### src/rtl/cfs_algn_irq_pkg.sv
// Shared constants and types for the aligner FIFO interrupt controller.
// Error bits 4-7 exist only when CFS_ALGN_IRQ_FIFO_ERR_EN is defined.
package cfs_algn_irq_pkg;

    localparam int STATUS_W = 8;

    localparam int RX_EMPTY_IDX = 0;
    localparam int RX_FULL_IDX  = 1;
    localparam int TX_EMPTY_IDX = 2;
    localparam int TX_FULL_IDX  = 3;
    localparam int RX_OVF_IDX   = 4;
    localparam int RX_UNF_IDX   = 5;
    localparam int TX_OVF_IDX   = 6;
    localparam int TX_UNF_IDX   = 7;

    typedef logic [STATUS_W-1:0] status_t;

endpackage

### src/rtl/cfs_algn_fifo_lvl.sv
// Saturating occupancy counter for one FIFO, with edge events for full/empty.
// Overflow/underflow flags exist only when CFS_ALGN_IRQ_FIFO_ERR_EN is defined.
module cfs_algn_fifo_lvl #(
    parameter  int FIFO_DEPTH = 8,
    localparam int LVL_W      = $clog2(FIFO_DEPTH + 1)
) (
    input  logic             clk,
    input  logic             reset_n,
    input  logic             push,
    input  logic             pop,
    output logic [LVL_W-1:0] level,
    output logic             became_full,
    output logic             became_empty
`ifdef CFS_ALGN_IRQ_FIFO_ERR_EN
    ,
    output logic             ovf,
    output logic             unf
`endif
);

    localparam logic [LVL_W-1:0] FULL_LVL = LVL_W'(FIFO_DEPTH);
    localparam logic [LVL_W-1:0] PRE_FULL = LVL_W'(FIFO_DEPTH - 1);
    localparam logic [LVL_W-1:0] ONE_LVL  = LVL_W'(1);

    logic push_only;
    logic pop_only;
    logic inc;
    logic dec;

    assign push_only = push & ~pop;
    assign pop_only  = pop & ~push;
    assign inc       = push_only & (level != FULL_LVL);
    assign dec       = pop_only & (level != '0);

    // Events are judged against the pre-edge level so they land on the same edge as the level.
    assign became_full  = inc & (level == PRE_FULL);
    assign became_empty = dec & (level == ONE_LVL);

`ifdef CFS_ALGN_IRQ_FIFO_ERR_EN
    assign ovf = push_only & (level == FULL_LVL);
    assign unf = pop_only & (level == '0);
`endif

    // NOTE: sequential state uses non-blocking assignments so every register samples pre-edge values.
    always_ff @(posedge clk or negedge reset_n) begin
        if (!reset_n) begin
            level <= '0;
        end else if (inc) begin
            level <= level + 1'b1;
        end else if (dec) begin
            level <= level - 1'b1;
        end
    end

endmodule

### src/rtl/cfs_algn_irq_ctrl.sv
// RX/TX occupancy tracking with sticky full/empty status and a masked, registered irq.
// Define CFS_ALGN_IRQ_FIFO_ERR_EN to enable the overflow/underflow status bits 4-7.
module cfs_algn_irq_ctrl
    import cfs_algn_irq_pkg::*;
#(
    parameter  int FIFO_DEPTH = 8,
    localparam int LVL_W      = $clog2(FIFO_DEPTH + 1)
) (
    input  logic                clk,
    input  logic                reset_n,
    input  logic                rx_fifo_push,
    input  logic                rx_fifo_pop,
    input  logic                tx_fifo_push,
    input  logic                tx_fifo_pop,
    input  logic [STATUS_W-1:0] irq_en,
    input  logic [STATUS_W-1:0] irq_clr,
    output logic [STATUS_W-1:0] irq_status,
    output logic [LVL_W-1:0]    rx_lvl,
    output logic [LVL_W-1:0]    tx_lvl,
    output logic                irq
);

    logic rx_full_ev, rx_empty_ev, tx_full_ev, tx_empty_ev;
`ifdef CFS_ALGN_IRQ_FIFO_ERR_EN
    logic rx_ovf, rx_unf, tx_ovf, tx_unf;
`endif

    status_t set_vec;
    status_t status_next;
    logic    irq_next;

    cfs_algn_fifo_lvl #(.FIFO_DEPTH(FIFO_DEPTH)) u_rx_lvl (
        .clk          (clk),
        .reset_n      (reset_n),
        .push         (rx_fifo_push),
        .pop          (rx_fifo_pop),
        .level        (rx_lvl),
        .became_full  (rx_full_ev),
        .became_empty (rx_empty_ev)
`ifdef CFS_ALGN_IRQ_FIFO_ERR_EN
        ,
        .ovf          (rx_ovf),
        .unf          (rx_unf)
`endif
    );

    cfs_algn_fifo_lvl #(.FIFO_DEPTH(FIFO_DEPTH)) u_tx_lvl (
        .clk          (clk),
        .reset_n      (reset_n),
        .push         (tx_fifo_push),
        .pop          (tx_fifo_pop),
        .level        (tx_lvl),
        .became_full  (tx_full_ev),
        .became_empty (tx_empty_ev)
`ifdef CFS_ALGN_IRQ_FIFO_ERR_EN
        ,
        .ovf          (tx_ovf),
        .unf          (tx_unf)
`endif
    );

    // NOTE: every combinational output gets a default first so no latch can be inferred.
    always_comb begin
        set_vec               = '0;
        set_vec[RX_EMPTY_IDX] = rx_empty_ev;
        set_vec[RX_FULL_IDX]  = rx_full_ev;
        set_vec[TX_EMPTY_IDX] = tx_empty_ev;
        set_vec[TX_FULL_IDX]  = tx_full_ev;
`ifdef CFS_ALGN_IRQ_FIFO_ERR_EN
        set_vec[RX_OVF_IDX]   = rx_ovf;
        set_vec[RX_UNF_IDX]   = rx_unf;
        set_vec[TX_OVF_IDX]   = tx_ovf;
        set_vec[TX_UNF_IDX]   = tx_unf;
`endif
        // Set is OR-ed after the clear so a same-cycle set wins.
        status_next = (irq_status & ~irq_clr) | set_vec;
        irq_next    = |(status_next & irq_en);
    end

    always_ff @(posedge clk or negedge reset_n) begin
        if (!reset_n) begin
            irq_status <= '0;
            irq        <= 1'b0;
        end else begin
            irq_status <= status_next;
            irq        <= irq_next;
        end
    end

endmodule

### config.mk
export PLATFORM = sky130hd
export DESIGN_NAME = cfs_algn_irq_ctrl
export DESIGN_NICKNAME = d
export VERILOG_FILES = /design/src/rtl/cfs_algn_irq_pkg.sv /design/src/rtl/cfs_algn_fifo_lvl.sv /design/src/rtl/cfs_algn_irq_ctrl.sv
export SDC_FILE = /design/constraint.sdc
export NUM_CORES = 1
export LEC_CHECK = 0
export ABC_CLOCK_PERIOD_IN_PS = 2050
export BUFFER_PORTS_ARGS = -buffer_cell sky130_fd_sc_hd__buf_2
export CORE_MARGIN = 4
export CORE_UTILIZATION = 49
export DETAILED_ROUTE_END_ITERATION = 10
export PLACE_DENSITY = 0.79
export SLEW_MARGIN = 0
export SYNTH_ARGS = -nofsm -noshare
export SYNTH_HDL_FRONTEND = slang
export SYNTH_SLANG_ARGS = --single-unit
### constraint.sdc
create_clock -name clk -period 2.05 [get_ports clk]
set_clock_uncertainty 0.1 [all_clocks]
set_input_delay 0 -clock clk [delete_from_list [all_inputs] [get_ports clk]]
set_output_delay 0 -clock clk [all_outputs]
set_load 0.02 [all_outputs]
==> results of run 1 <==
synthesized netlist by cell type, drive strengths merged (2+ instances only):
cell type / count / area (um2)
a211oi: 2 / 15.0
a21oi: 4 / 20.0
a22oi: 3 / 22.5
a32o: 2 / 21.3
buf: 6 / 30.0
dfrtp: 17 / 425
ha: 6 / 75.1
inv: 10 / 37.5
nand2: 6 / 22.5
nand2b: 4 / 25.0
nand3: 3 / 15.0
nand3b: 4 / 30.0
nand4: 3 / 18.8
nor2: 4 / 15.0
nor2b: 9 / 56.3
nor3b: 5 / 47.5
o2111ai: 2 / 17.5
o21ai: 8 / 40.0
o21bai: 3 / 22.5
o221ai: 2 / 17.5
o22ai: 2 / 12.5
xnor2: 4 / 35.0
routing by layer:
| layer | global-route usage | vias up | share of wire |
|---|---|---|---|
| li1 | - | 538 | - |
| met1 | 0.224 | 514 | 0.42 |
| met2 | 0.316 | 34 | 0.51 |
| met3 | 0.0580 | 4 | 0.060 |
| met4 | 0.0799 | 0 | 0.014 |
| met5 | 0 | - | 0 |
state kept, by name, summed over array words and instances (netlist names):
register / cells
u_tx_lvl.level: 4
u_rx_lvl.level: 4
irq_status: 8
irq: 1
placed cells by master (no fill, tap or decap), types with 2 or more instances in the layout:
| cell type | count |
|---|---|
| buf_2 | 38 |
| dlygate4sd3_1 | 17 |
| dfrtp_1 | 17 |
| inv_1 | 10 |
| nor2b_1 | 9 |
| nand2_1 | 6 |
| o21ai_0 | 6 |
| ha_1 | 6 |
| nor2_1 | 4 |
| nand2b_1 | 4 |
| nand3b_1 | 4 |
| xnor2_1 | 4 |
| a21oi_1 | 4 |
| o21bai_1 | 3 |
| nand3_1 | 3 |
| nand4_1 | 3 |
| nor3b_1 | 3 |
| a22oi_1 | 3 |
| clkbuf_4 | 3 |
| nor3b_2 | 2 |
| a211oi_1 | 2 |
| o2111ai_1 | 2 |
| o22ai_1 | 2 |
| o21ai_1 | 2 |
| o221ai_1 | 2 |
through the flow:
| step | power, W | instance area (um2) |
|---|---|---|
| after floorplan | 0.00114 | 1110 |
| after global placement | 0.00131 | 1310 |
| after detailed placement | 0.00134 | 1310 |
| after CTS | 0.00156 | 1500 |
| after global routing | 0.00168 | 1500 |
| final | 0.00155 | 1500 |
where the power goes:
part	internal, W	switching [W]
registers	0.000427	0.000193
clock network	0.0000728	0.000110
logic	0.000339	0.000412
total	0.000838	0.000714
final cells by class:
| type | instances | area [um2] | share of cell area |
|---|---|---|---|
| inverters | 10 | 37.5 | 0.0250 |
| well taps | 27 | 33.8 | 0.0225 |
| repair buffers | 55 | 360 | 0.240 |
| flip-flops and latches | 17 | 425 | 0.283 |
| multi-input cells | 86 | 619 | 0.412 |
| clock inverters | 1 | 5.00 | 0.00333 |
| clock buffers | 3 | 22.5 | 0.0150 |
kinds of logic after synthesis:
kind of cell             share of synthesized area
adder cells (fa/ha/maj)                     0.0675
buffers and inverters                       0.0607
AO/OA/AOI/OAI                                0.216
AND/OR/NAND/NOR                              0.234
flip-flops                                   0.382
XOR/XNOR                                    0.0394
worst paths after layout:
kind                                           end  slack (ns)  cells past startpoint
max                                  irq$_DFF_PN0_        0.30                      5
min                                  irq$_DFF_PN0_        0.04                      2
min reg2reg                irq_status[2]$_DFF_PN0_        0.43                      1
max reg2reg                          irq$_DFF_PN0_        0.30                      5
max in group asynchronous  irq_status[2]$_DFF_PN0_        1.54                      2
min in group clk           irq_status[3]$_DFF_PN0_        0.04                      3
==> flow_summary.json, run 1 <==
{
  "rows": 16,
  "drive_gt1_frac": 0.279,
  "setup_ws_ns": 0.296,
  "synth_flop_cell": "dfrtp_1",
  "synth_cells": 119,
  "die_w_um": 55.6,
  "holdWs_ns": 0.0354,
  "grtUsageTotal": 0.190,
  "r2r_start": "irq_status[0]$_DFF_PN0_",
  "grt_antenna_before_repair": 0,
  "grt_first_pass_wirelength_mm": 4.73,
  "synth_edf_count": 0,
  "finalHoldViolations": 0,
  "place_ws_ns": 0.393,
  "yosysWarnings": 0,
  "post-route-util": 0.729,
  "endpoint_kind": "register",
  "syn_area_per_cell_um2": 9.35,
  "cts_root_buf": "clkbuf_4",
  "grt_max_degree": 18,
  "vias_per_cell": 5.48,
  "syn2layout_area_growth_pct": 35.2,
  "first_iter_violations": 28,
  "ctsHoldBuffers": 17,
  "drc": 0,
  "startpoint": "irq_status[0]$_DFF_PN0_",
  "critPathArrivalTime_ns": 1.83,
  "synth_cell_types": 35,
  "hold_path_class": "input pin to async pin",
  "clk_pin_slew_ns": 0.10,
  "peakVddDrop_uv": 844,
  "dieArea_um2": 3100,
  "num_antenna_cells": 0,
  "cts_tree": "yes",
  "worst_pin_slew_ns": 0.463,
  "synth_fp_nets": 147,
  "crit_required_ns": 2.13,
  "io_buffers": 38,
  "routedWlPerCell_um": 14.0,
  "cp-start-kind": "register",
  "rsz0062_at_grt": "false",
  "gp_congestion": 0.871,
  "ys_seq_area_frac": 0.382,
  "ys_ff_latch": 17,
  "io_pins": 39,
  "drt_pass1_iterations": 4,
  "cap_violations": 0,
  "slew_viol_final": 0,
  "clock_latency_ns": 0.30,
  "core_area_um2": 2060,
  "synthArstFlopShare": 1.00,
  "p_leak_nw": 0.715,
  "htree_levels": 1,
  "crit_fanout": 3,
  "slowest_stage": "dlygate4sd3_1",
  "dieHeight_um": 55.6,
  "drtAntennaViolNets": 0,
  "slowest_delay_ns": 0.59,
  "numClockSinks": 17,
  "status": "complete, no violations",
  "setup_viol": 0,
  "wl_mm": 2.78,
  "timing.final.crit_period_ns": 1.75,
  "fmax_mhz": 570,
  "fillers": 162,
  "finalSetupTns_ns": 0,
  "crit_family": "buffers and inverters",
  "start_util": 0.539,
  "criticalPathCategory": "register to register",
  "grt_pass1_vias": 1039,
  "cts_resized": 0,
  "place_hpwl_mm": 1.89,
  "gr-total-overflow": 0,
  "post_cts_buffers": 0,
  "syn_area_um2": 1110,
  "dp_cells": 178,
  "finalCritPeriodShare": 0.856,
  "crit_buf_inv": 1,
  "clockBufferDepth": 2,
  "via_count": 1090,
  "final_nets": 201,
  "final_cells": 199,
  "path_cells": "nand3b_1, nand4_1, a211oi_1, dlygate4sd3_1, o2111ai_1",
  "max_slew_margin": 0.691,
  "power_density_nw_per_um2": 1030,
  "cts_buffers": 3
}
No activity file was read; power rests on OpenSTA's default activity.
==> run 2, diff against run 1 <==
--- a/config.mk
+++ b/config.mk
@@ -5,12 +5,14 @@
 export SDC_FILE = /design/constraint.sdc
 export NUM_CORES = 1
 export LEC_CHECK = 0
+export ABC_AREA = 1
 export ABC_CLOCK_PERIOD_IN_PS = 2050
 export BUFFER_PORTS_ARGS = -buffer_cell sky130_fd_sc_hd__buf_2
 export CORE_MARGIN = 4
-export CORE_UTILIZATION = 49
+export CORE_UTILIZATION = 50
+export CTS_BUF_LIST = sky130_fd_sc_hd__clkbuf_4 sky130_fd_sc_hd__clkbuf_8
 export DETAILED_ROUTE_END_ITERATION = 10
-export PLACE_DENSITY = 0.79
+export PLACE_DENSITY = 0.85
 export SLEW_MARGIN = 0
 export SYNTH_ARGS = -nofsm -noshare
 export SYNTH_HDL_FRONTEND = slang
==> flow_summary.json, run 2 <==
{
  "vias_per_cell": 5.00,
  "cts_tree": "yes",
  "holdWs_ns": 0.0359,
  "slowest_stage": "dlygate4sd3_1",
  "layout_commonest_cell": "buf_2",
  "p_leak_nw": 0.805,
  "syn_area_um2": 1030,
  "drc": 0,
  "finalCritPeriodShare": 0.933,
  "ys_seq_area_frac": 0.414,
  "start_util": 0.524,
  "die_w_um": 53.3,
  "wl_mm": 2.81,
  "slew_viol_final": 0,
  "syn_area_per_cell_um2": 8.09,
  "slowest_delay_ns": 0.59,
  "post_cts_buffers": 0,
  "fmax_mhz": 523,
  "dieArea_um2": 2840,
  "largest_register_ffs": 8,
  "cts_buffers": 3,
  "synthArstFlopShare": 1.00,
  "drt_pass1_iterations": 4,
  "num_antenna_cells": 0,
  "finalSetupTns_ns": 0,
  "yosysWarnings": 0,
  "criticalPathCategory": "register to register",
  "synth.top_cell.area_share": 0.414,
  "clockBufferDepth": 2,
  "rsz0062_at_grt": "false",
  "post-route-util": 0.740,
  "io_buffers": 38,
  "first_iter_violations": 17,
  "regMostFlops": "irq_status",
  "grt_first_pass_wirelength_mm": 4.46,
  "gp_congestion": 0.846,
  "crit_buf_inv": 1,
  "final_nets": 215,
  "crit_family": "buffers and inverters",
  "drtAntennaViolNets": 0,
  "setup_ws_ns": 0.138,
  "via_count": 1066,
  "synth_cells": 127,
  "yosysTopAreaCell": "dfrtp_1",
  "synth_common_cells": "nand2_1 (29), inv_1 (20), dfrtp_1 (17), nor2_1 (12)",
  "mostFrequentLayoutCells": "buf_2 (38), nand2_1 (29), inv_1 (20), dlygate4sd3_1 (17), dfrtp_1 (17)",
  "synth_flop_cell": "dfrtp_1",
  "htree_levels": 1,
  "largestRegisters": "irq_status (8), u_rx_lvl.level (4), u_tx_lvl.level (4)",
  "critPathArrivalTime_ns": 2.00,
  "synth_fp_nets": 155,
  "synth_most_common_cell": "nand2_1",
  "synth_area_leaders": "dfrtp_1 (41%), nand2_1 (11%), ha_1 (7.3%)",
  "clock_latency_ns": 0.28,
  "drive_gt1_frac": 0.323,
  "finalHoldViolations": 0,
  "power_density_nw_per_um2": 1080,
  "endpoint_kind": "register",
  "ys_ff_latch": 17,
  "cts_root_buf": "clkbuf_4",
  "setup_viol": 0,
  "grtUsageTotal": 0.220,
  "core_area_um2": 1960,
  "cp-start-kind": "register",
  "dieHeight_um": 53.3,
  "synth_cell_types": 23,
  "status": "complete, no violations",
  "clk_pin_slew_ns": 0.10,
  "worst_pin_slew_ns": 0.388,
  "grt_max_degree": 18,
  "io_pins": 39,
  "rows": 16,
  "crit_required_ns": 2.13,
  "place_hpwl_mm": 1.89,
  "timing.final.crit_period_ns": 1.91,
  "syn2layout_area_growth_pct": 41.3,
  "crit_fanout": 6,
  "numClockSinks": 17,
  "gr-total-overflow": 0,
  "place_ws_ns": 0.514,
  "synth_edf_count": 0,
  "routedWlPerCell_um": 13.2,
  "peakVddDrop_uv": 855,
  "cap_violations": 0,
  "path_cells": "ha_1, nand4_1, o21ai_0, a21oi_1, dlygate4sd3_1, nand2_1",
  "grt_antenna_before_repair": 0,
  "max_slew_margin": 0.741,
  "hold_path_class": "input pin to register",
  "power.total_w": 0.00156,
  "grt_pass1_vias": 1095
}
==> run 2: layout make-up <==
type | instances | area, um2
Fill cell | 153 | 510
Tap cell | 27 | 33.8
Sequential cell | 17 | 425
Clock buffer | 4 | 30.0
Multi-Input combinational cell | 86 | 512
Timing Repair Buffer | 55 | 360
Inverter | 24 | 90.1
==> run 2: cells by family after synthesis <==
| group | share of synthesized area |
|---|---|
| AOI/OAI and AO/OA | 0.0694 |
| and+or+nand+nor | 0.294 |
| DFF | 0.414 |
| buffers and inverters | 0.0877 |
| adders and majority gates | 0.0731 |
| xor gates and xnor gates | 0.0512 |
| muxes | 0.0110 |
==> run 2: final timing paths <==
kind	slack (ns)	start	to	cells past startpoint
max in group asynchronous	1.50	reset_n	u_rx_lvl.level[0]$_DFFE_PN0P_	2
worst min register to register	0.43	irq_status[6]$_DFF_PN0_	irq_status[6]$_DFF_PN0_	2
worst max-delay path	0.14	u_tx_lvl.level[0]$_DFFE_PN0P_	irq$_DFF_PN0_	6
min in group asynchronous	0.06	reset_n	irq_status[3]$_DFF_PN0_	2
worst max register to register	0.14	u_tx_lvl.level[0]$_DFFE_PN0P_	irq$_DFF_PN0_	6
worst min-delay path	0.04	tx_fifo_pop	irq_status[3]$_DFF_PN0_	4
==> run 2: power by group <==
| group | leakage (nW) | internal, W | switching, W | total, W |
|---|---|---|---|---|
| logic | 0.564 | 0.000316 | 0.000487 | 0.000803 |
| registers | 0.222 | 0.000431 | 0.000137 | 0.000568 |
| clock network | 0.0184 | 0.0000887 | 0.000102 | 0.000190 |
| total | 0.805 | 0.000836 | 0.000725 | 0.00156 |
==> run 2: what timing repair did <==
item | CTS | global route
gates resized for setup | 0 | 0
hold buffers | 17 | 0
hold endpoints to repair | 26 | 0
==> run 2: worst reg2reg max path, stage by stage, from the launching register on <==
cell and delay, ns:
dfrtp_1 0.45, ha_1 0.25, nand4_1 0.09, o21ai_0 0.13, a21oi_1 0.14, dlygate4sd3_1 0.59, nand2_1 0.07
==> run 2: metrics by stage <==
stage / cells / cell area (um2)
after floorplan: 127 / 1030
after global placement: 192 / 1250
after detailed placement: 192 / 1250
after CTS: 213 / 1450
after global routing: 213 / 1450
final: 213 / 1450
==> run 2: layer usage <==
layer,vias up,part of all wire,GRT usage,wire (um)
met1,506,0.36,0.211,1020
met5,-,0,0,0
met3,10,0.049,0.0423,137
met4,0,0.030,0.136,84
li1,514,-,-,-
met2,36,0.56,0.418,1560
==> run 3, diff against run 2 <==
--- a/config.mk
+++ b/config.mk
@@ -9,10 +9,10 @@
 export ABC_CLOCK_PERIOD_IN_PS = 2050
 export BUFFER_PORTS_ARGS = -buffer_cell sky130_fd_sc_hd__buf_2
 export CORE_MARGIN = 4
-export CORE_UTILIZATION = 50
+export CORE_UTILIZATION = 25
 export CTS_BUF_LIST = sky130_fd_sc_hd__clkbuf_4 sky130_fd_sc_hd__clkbuf_8
 export DETAILED_ROUTE_END_ITERATION = 10
-export PLACE_DENSITY = 0.85
+export PLACE_DENSITY = 0.5
 export SLEW_MARGIN = 0
 export SYNTH_ARGS = -nofsm -noshare
 export SYNTH_HDL_FRONTEND = slang
==> flow_summary.json, run 3 (same netlist as run 2, synthesis figures left out) <==
{
  "use_met1": 0.131,
  "dieArea_um2": 5200,
  "layout_commonest_cell": "buf_2",
  "timing.final.crit_period_ns": 1.87,
  "first_iter_violations": 53,
  "io_buffers": 38,
  "syn2layout_area_growth_pct": 44.7,
  "drtAntennaViolNets": 0,
  "grt_first_pass_wirelength_mm": 4.31,
  "rsz0062_at_grt": "false",
  "fmax_mhz": 536,
  "regMostFlops": "irq_status",
  "cts_resized": 0,
  "die_w_um": 72.1,
  "rows": 23,
  "cts_tree": "yes",
  "drive_gt1_frac": 0.324,
  "routedWlPerCell_um": 9.86,
  "drc": 0,
  "worst_pin_slew_ns": 0.385,
  "cap_violations": 0,
  "finalCritPeriodShare": 0.910,
  "finalHoldViolations": 0,
  "status": "complete, no violations",
  "cts_root_buf": "clkbuf_8",
  "htree_levels": 1,
  "clock_latency_ns": 0.25,
  "finalSetupTns_ns": 0,
  "via_count": 972,
  "holdWs_ns": 0.0329,
  "final_nets": 214,
  "largest_register_ffs": 8,
  "setup_viol": 0,
  "num_antenna_cells": 0,
  "met2_usage": 0.171,
  "dieHeight_um": 72.1,
  "mostFrequentLayoutCells": "buf_2 (38), nand2_1 (29), inv_1 (20), dfrtp_1 (17), dlygate4sd3_1 (16)",
  "dpl_cell_area_um2": 1280,
  "max_slew_margin": 0.743,
  "peakVddDrop_uv": 492,
  "use_met3": 0.0208,
  "cp-start-kind": "register",
  "vias_per_cell": 4.14,
  "place_ws_ns": 0.521,
  "top_usage_layer": "met2",
  "final_area_um2": 1490,
  "p_leak_nw": 0.808,
  "dp_cells": 215,
  "grt_max_degree": 18,
  "critPathArrivalTime_ns": 1.91,
  "gr-total-overflow": 0,
  "cts_buffers": 3,
  "gp_congestion": 0.796,
  "start_util": 0.257,
  "grt_antenna_before_repair": 0,
  "io_pins": 39,
  "drt_pass1_iterations": 4,
  "clockBufferDepth": 2,
  "place_hpwl_mm": 1.82,
  "core_area_um2": 4000,
  "grtUsageTotal": 0.102,
  "power_density_nw_per_um2": 1070,
  "hold_path_class": "input pin to register",
  "endpoint_kind": "register",
  "setup_ws_ns": 0.185,
  "final_cells": 235,
  "crit_fanout": 6,
  "slew_viol_final": 0,
  "wl_mm": 2.32,
  "criticalPathCategory": "register to register",
  "grt_pass1_vias": 1028,
  "largestRegisters": "irq_status (8), u_rx_lvl.level (4), u_tx_lvl.level (4)",
  "numClockSinks": 17,
  "crit_required_ns": 2.09,
  "clk_pin_slew_ns": 0.07
}
[run 3: cell types whose count changed in the layout (fill, tap and decap cells not counted), sizes merged]
cell	previous run	this run
clkinv	0	1
dlygate4sd3	17	16
clkbuf	4	3
[run 3: layout make-up]
cell class	instances	area, um2
multi-input combinational	86	512
clock inverter	1	5.00
clock buffer	3	41.3
inverter	24	90.1
timing repair buffer	54	350
tap	50	62.6
sequential	17	425
fill	419	2510
[run 3: power breakdown]
| group | internal, W | leakage (nW) | switching [W] |
|---|---|---|---|
| Combinational | 0.000314 | 0.560 | 0.000465 |
| Clock | 0.000134 | 0.0255 | 0.000110 |
| Sequential | 0.000432 | 0.222 | 0.000134 |
[run 3: final timing paths]
check	slack, ns	end	start	cells past startpoint
worst max-delay path	0.18	irq$_DFF_PN0_	u_tx_lvl.level[0]$_DFFE_PN0P_	6
worst min-delay path	0.03	irq$_DFF_PN0_	irq_en[0]	4
worst max register to register	0.18	irq$_DFF_PN0_	u_tx_lvl.level[0]$_DFFE_PN0P_	6
worst min register to register	0.40	irq_status[7]$_DFF_PN0_	irq_status[7]$_DFF_PN0_	2
max in group asynchronous	1.46	irq_status[3]$_DFF_PN0_	reset_n	2
min in group asynchronous	0.10	u_rx_lvl.level[0]$_DFFE_PN0P_	reset_n	2
[run 3: critical path, stage by stage, from the launching register on]
cell,delay [ns]
dfrtp_1,0.45
ha_1,0.25
nand4_1,0.10
o21ai_0,0.11
a21oi_1,0.14
dlygate4sd3_1,0.57
nand2_1,0.05
[run 3: metal layers]
metal | vias to the layer above | routed length, um | share of wire
li1 | 507 | - | -
met1 | 442 | 1060 | 0.46
met2 | 21 | 1130 | 0.49
met3 | 2 | 112 | 0.048
met4 | 0 | 12 | 0.0052
met5 | - | 0 | 0
[run 3: repair_timing]
| item | 4_1_cts | 5_1_grt |
|---|---|---|
| hold endpoints to repair | 26 | 0 |
| setup buffers | 0 | 0 |
| hold buffers | 16 | 0 |
[run 3: metrics by stage]
stage | total power [W] | util
after floorplan | 0.00110 | -
after global placement | 0.00134 | 0.320
after detailed placement | 0.00132 | 0.320
after CTS | 0.00161 | 0.372
after global routing | 0.00174 | 0.372
final | 0.00159 | 0.372
